==> config.mk <==
export PLATFORM = sky130hd
export DESIGN_NAME = dmem_arbiter
export DESIGN_NICKNAME = d
export VERILOG_FILES = /design/src/rtl/dmem_pkg.sv /design/src/rtl/dmem_arbiter.sv
export SDC_FILE = /design/constraint.sdc
export NUM_CORES = 1
export LEC_CHECK = 0
export ABC_AREA = 1
export BUFFER_PORTS_ARGS = -buffer_cell sky130_fd_sc_hd__buf_4
export CAP_MARGIN = 20
export CORE_AREA = 2 2 91 93
export CTS_BUF_LIST = sky130_fd_sc_hd__clkbuf_8
export DETAILED_ROUTE_END_ITERATION = 6
export DIE_AREA = 0 0 93 95
export PLACE_DENSITY = 0.64
export SLEW_MARGIN = 40
export SYNTH_ARGS = -nofsm -noshare
export SYNTH_HDL_FRONTEND = slang
export SYNTH_SLANG_ARGS = --single-unit
==> constraint.sdc <==
create_clock -name clk -period 1.54 [get_ports clk]
set_clock_uncertainty 0.05 [all_clocks]
set_input_delay 0.308 -clock clk [delete_from_list [all_inputs] [get_ports clk]]
set_output_delay 0.308 -clock clk [all_outputs]
set_load 0.05 [all_outputs]
==> src/rtl/dmem_pkg.sv <==
// Shared types and constants for the data-memory arbiter: owner encoding,
// default widths and the requester bundle.
package dmem_pkg;

  localparam int DMEM_AW = 10;
  localparam int DMEM_DW = 32;

  localparam logic OWNER_CPU = 1'b0;
  localparam logic OWNER_DBG = 1'b1;

  typedef struct packed {
    logic               req;
    logic               we;
    logic [DMEM_AW-1:0] addr;
    logic [DMEM_DW-1:0] wdata;
  } dmem_req_t;

endpackage

==> src/rtl/dmem_arbiter.sv <==
// Shares the data-memory port between the MEM stage (cpu) and the debug/loader bus (dbg).
// Optional dbg starvation guard compiled in when DMEM_ARB_STARVE_EN is defined.
module dmem_arbiter
  import dmem_pkg::*;
#(
  parameter int AW         = DMEM_AW,
  parameter int DW         = DMEM_DW,
  parameter int STARVE_MAX = 15
) (
  input  logic          clk,
  input  logic          rst,

  input  logic          cpu_req,
  input  logic          cpu_we,
  input  logic [AW-1:0] cpu_addr,
  input  logic [DW-1:0] cpu_wdata,
  output logic          cpu_gnt,
  output logic          cpu_rvalid,
  output logic [DW-1:0] cpu_rdata,

  input  logic          dbg_req,
  input  logic          dbg_we,
  input  logic [AW-1:0] dbg_addr,
  input  logic [DW-1:0] dbg_wdata,
  output logic          dbg_gnt,
  output logic          dbg_rvalid,
  output logic [DW-1:0] dbg_rdata,

  output logic          mem_en,
  output logic          mem_we,
  output logic [AW-1:0] mem_addr,
  output logic [DW-1:0] mem_wdata,
  input  logic [DW-1:0] mem_rdata,

  output logic          stall
);

  if (STARVE_MAX < 1 || STARVE_MAX > 255) begin : g_bad_starve_max
    $error("dmem_arbiter: STARVE_MAX must be within 1..255");
  end

  logic rd_pend_q, rd_pend_d;
  logic rd_owner_q, rd_owner_d;
  logic starve;
  logic dbg_win;

  always_comb begin
    dbg_win   = dbg_req & (starve | ~cpu_req);
    cpu_gnt   = cpu_req & ~dbg_win;
    dbg_gnt   = dbg_win;
    mem_en    = cpu_gnt | dbg_gnt;
    mem_we    = 1'b0;
    mem_addr  = '0;
    mem_wdata = '0;
    if (cpu_gnt) begin
      mem_we    = cpu_we;
      mem_addr  = cpu_addr;
      mem_wdata = cpu_wdata;
    end else if (dbg_gnt) begin
      mem_we    = dbg_we;
      mem_addr  = dbg_addr;
      mem_wdata = dbg_wdata;
    end

    // A cpu read holds the pipeline for its grant cycle; writes retire immediately.
    stall = (cpu_req & ~cpu_gnt) | (cpu_gnt & ~cpu_we);

    rd_pend_d  = mem_en & ~mem_we;
    rd_owner_d = rd_owner_q;
    if (mem_en) begin
      rd_owner_d = dbg_gnt ? OWNER_DBG : OWNER_CPU;
    end
  end

  always_ff @(posedge clk) begin
    if (rst) begin
      rd_pend_q  <= 1'b0;
      rd_owner_q <= OWNER_CPU;
    end else begin
      rd_pend_q  <= rd_pend_d;
      rd_owner_q <= rd_owner_d;
    end
  end

  // Gating with rst drops a read that was in flight when reset arrived.
  assign cpu_rvalid = rd_pend_q & (rd_owner_q == OWNER_CPU) & ~rst;
  assign dbg_rvalid = rd_pend_q & (rd_owner_q == OWNER_DBG) & ~rst;
  assign cpu_rdata  = mem_rdata;
  assign dbg_rdata  = mem_rdata;

`ifdef DMEM_ARB_STARVE_EN
  localparam logic [7:0] STARVE_LIMIT = 8'(STARVE_MAX);

  logic [7:0] wait_cnt_q, wait_cnt_d;

  always_comb begin
    wait_cnt_d = wait_cnt_q;
    if (dbg_gnt || !dbg_req) begin
      wait_cnt_d = '0;
    end else if (wait_cnt_q != STARVE_LIMIT) begin
      wait_cnt_d = wait_cnt_q + 8'd1;
    end
  end

  always_ff @(posedge clk) begin
    if (rst) begin
      wait_cnt_q <= '0;
    end else begin
      wait_cnt_q <= wait_cnt_d;
    end
  end

  assign starve = (wait_cnt_q == STARVE_LIMIT);
`else
  assign starve = 1'b0;
`endif

endmodule
==> Word level (Yosys, flattened, before mapping) <==
Index checks and enable logic that the tools add are counted.
{ "op_classes": {"bitwise_logic": 18, "mux": 7} }
{ "ops": {"columns": ["op", "count"], "rows": [
  ["32-bit 2-to-1 mux", 2],
  ["10-bit 2-to-1 mux", 2],
  ["1-bit AND", 9],
  ["1-bit NOT", 7],
  ["1-bit 2-to-1 mux", 3],
  ["1-bit OR", 2]
]} }
{ "word_totals": {"inputBits": 122, "word_cells": 27, "reg_bits": 2, "output_inout_bits": 113} }

==> Longest topological paths before layout <==
{ "depth": {"depth_word": 7, "depth_mapped": 6, "mapped_depth_nobuf": 5} }

==> Worst setup path after synthesis <==
OpenSTA, ideal clock, no wires.
{ "synth_timing": {"kind": "flip-flop to output port", "startpoint": "reg rd_owner_q", "endpoint": "out cpu_rvalid", "arrival_time_ps": 1469, "path_stages_with_launch": 2, "required_ps": 1182, "slack_ps": -287, "n_path_buf": 0, "cell_sequence": "dfxtp_1 nor3b_1"} }
{ "synth_via": {"elab_chain_len": 3} }
{ "synth_rtl": {"columns": ["item", "line", "rtl"], "rows": [
  ["start, declared", "dmem_arbiter.sv:43", "logic rd_owner_q, rd_owner_d;"],
  ["start signal, assigned", "dmem_arbiter.sv:81", "rd_owner_q <= rd_owner_d;"],
  ["1-bit NOT", "dmem_arbiter.sv:86", "assign cpu_rvalid = rd_pend_q & (rd_owner_q == OWNER_CPU) & ~rst;"],
  ["1-bit AND (2 in a row)", "dmem_arbiter.sv:86", null],
  ["end, declared", "dmem_arbiter.sv:18", "output logic cpu_rvalid,"]
]} }
Every way passes these cells.

==> Worst setup path in the final report <==
{ "layout_timing": {"startpoint": "in cpu_req", "endpoint": "out mem_addr[3]"} }
{ "layout_via": {"elab_chain_len": 5, "elab_cells_between_ends": 6, "classes_between": "2 x mux; 4 x bitwise"} }
{ "layout_rtl": {"columns": ["item", "line", "rtl"], "rows": [
  ["start, declared", "dmem_arbiter.sv:13", "input logic cpu_req,"],
  ["1-bit NOT", "dmem_arbiter.sv:48", "dbg_win = dbg_req & (starve | ~cpu_req);"],
  ["1-bit AND", "dmem_arbiter.sv:48", null],
  ["1-bit NOT", "dmem_arbiter.sv:49", "cpu_gnt = cpu_req & ~dbg_win;"],
  ["1-bit AND", "dmem_arbiter.sv:49", null],
  ["10-bit 2-to-1 mux (*)", "dmem_arbiter.sv:55", "if (cpu_gnt) begin"],
  ["end, declared", "dmem_arbiter.sv:31", "output logic [AW-1:0] mem_addr,"]
]} }
Mark *: on every way between the ends. The rest lies on a longest branch, timed or not.

==> impl_metrics.yaml <==
cells_and_area:
  antenna_cells: 0
  utilization: 0.2390
  areaGrowthSynthToFinish_pct: 64.21
  nets: 413
  fillers: 907
  most-common-layout-cells: "buf_4, nand2_1, nor2_1, clkbuf_8, buf_6"
  regArea_um2: 40.04
  layout-drive-gt1-share: 0.5225
  multiInputGateArea_um2: 541.8
  final_common_cell: "buf_4"
setup_path:
  max_stage_delay_ps: 190
  cp.arrival_ps: 1120
  setup.worst_path.start_class: "primary input"
  cp.required_ps: 1180
  worstSetupStartpoint: "cpu_req"
  cp_cell_sequence: "buf_4 -> inv_2 -> nand2_2 -> clkinv_4 -> clkbuf_16 -> nand2_1 -> nand2_1 -> buf_4"
  r2r-start: "rd_owner_q"
  worstSetupPathType: "primary input to primary output"
  critPathSlowestCell: "buf_4"
  end_kind: "primary output"
  r2r_slack_ps: 860
  path_buf_inv: 5
  path_delay_family: "buffers and inverters"
  cp_max_fo: 13
sta:
  hold_viol: 0
  holdWs_ps: 251.7
  relSlewSlack: 0.8526
  fin_ws_ps: 66.71
  fmax_ghz: 0.6788
  worst_pin_slew_ps: 221.1
  tns_ps: 0
  rsz0062_at_grt: "false"
  setup_viol: 0
  min_period_ps: 1473
  slew_viol_final: 0
  finalCritPeriodShare: 0.9567
grt:
  grt_pass1_wl_um: 5361
  grt_max_degree: 30
  grt_usage: 0.07394
  antenna_found_initial: 0
  gr-total-overflow: 0
  grt_pass1_vias: 1221
hold_path:
  worstHoldPathType: "primary input to flop"
  hp-start: "rst"
clocking:
  post-cts-setup-buffer-count: 0
  clk_latency_ps: 200
  cts_buffer_depth: 2
  h-tree-depth: 1
  cts_resized: 0
  clock-sinks: 2
  cts_hold_buffers: 0
  cts_tree: "yes"
  clk_pin_slew_ps: 30
  root_buffer: "clkbuf_8"
  numCtsBuffers: 3
power_and_ir_drop:
  power_density_nw_per_um2: 564.7
  ir_drop_v: 0.0003213
  p_leak_nw: 1.151
floorplanning:
  start_util: 0.1455
  die_area_um2: 8835
  core_um2: 7928
  die_w_um: 93
  die_h_um: 95
  row_count: 33
  ios: 235
outcome:
  outcome: "complete, no violations"
synthesis:
  synth_edf_count: 0
  synth_top_area_frac: 0.4230
  syn_avg_cell_area_um2: 5.316
  synthTopCellsByArea: "buf_4, nand2_1, buf_6"
  yosysTopAreaCell: "buf_4"
  syn_inst: 217
  yosysSeqAreaShare: 0.03471
  yosys_warnings: 0
  synth_seq_cells: 2
  syn_area_um2: 1154
  synthFlopType: "dfxtp_1"
  synthArstFlopShare: 0
  syn-num-nets: 339
  ys_types: 16
routing:
  dr.pass1.iters: 4
  vias_per_cell: 3.746
  dr_total_vias: 1476
  drt.antenna.violating_nets: 0
  drt_wl_total_um: 4061
  drtIter0Drc: 25
  route.detailed.drc: 0
  routedWlPerCell_um: 10.31
placed_design:
  portBuffers: 138
  dpl.hpwl_um: 3312
  pre_cts_ws_ps: 15.03
  gp_congestion: 0.7199
job:
  cap_violations: 0
metrics by stage:
stage | std cells | area [um2] | power (mW)
final | 394 | 1894 | 1.070
after global routing | 394 | 1894 | 1.134
after CTS | 393 | 1856 | 1.071
after detailed placement | 390 | 1814 | 0.8613
after global placement | 390 | 1814 | 0.8543
after floorplan | 217 | 1159 | 0.9672
report_power, final:
group	total (mW)	switching, mW	leakage [nW]	internal [mW]
registers	0.0574	0.00187	0.0166	0.0555
logic	0.811	0.491	1.11	0.320
clock network	0.201	0.0361	0.0216	0.165
total	1.07	0.529	1.15	0.540
routing by layer:
| layer | up-vias | GRT usage | wire [um] |
|---|---|---|---|
| met2 | 83 | 0.1431 | 2080 |
| li1 | 725 | - | - |
| met4 | 0 | 0.04534 | 190 |
| met5 | - | 0 | 0 |
| met3 | 29 | 0.01676 | 407 |
| met1 | 639 | 0.07054 | 1384 |
cells in the mapped netlist (2+ instances only):
master,number
buf_4,65
buf_2,3
nand2_1,129
dfxtp_1,2
buf_6,4
nor2_1,4
area by class of cell:
type | count | area share
Tap cell | 105 | 0.06935
Timing Repair Buffer | 143 | 0.5951
Sequential cell | 2 | 0.02114
Inverter | 2 | 0.006605
Multi-Input combinational cell | 139 | 0.2860
Clock buffer | 3 | 0.02180
state kept, by name (all words and copies together) (netlist names):
| register | count |
|---|---|
| rd_owner_q | 1 |
| rd_pend_q | 1 |
logic make-up (layout without fill, tap and decap cells):
group	count (synthesis)	after routing	share of synthesized area
flops	2	2	0.03471
buf+inv	76	148	0.5000
compound gates	1	1	0.006510
simple gates	138	138	0.4588
final timing paths:
kind | endpoint | cells after the start
min | rd_owner_q | 2
max reg2reg | rd_owner_q | 2
min reg2reg | rd_owner_q | 2
max | mem_addr[3] | 8
worst register-to-register path, stage by stage, from the launching register on:
cell,delay (ps)
dfxtp_1,350
nor2_1,60
nor3_1,130
Note: power is estimated with default switching activity, not from simulation.
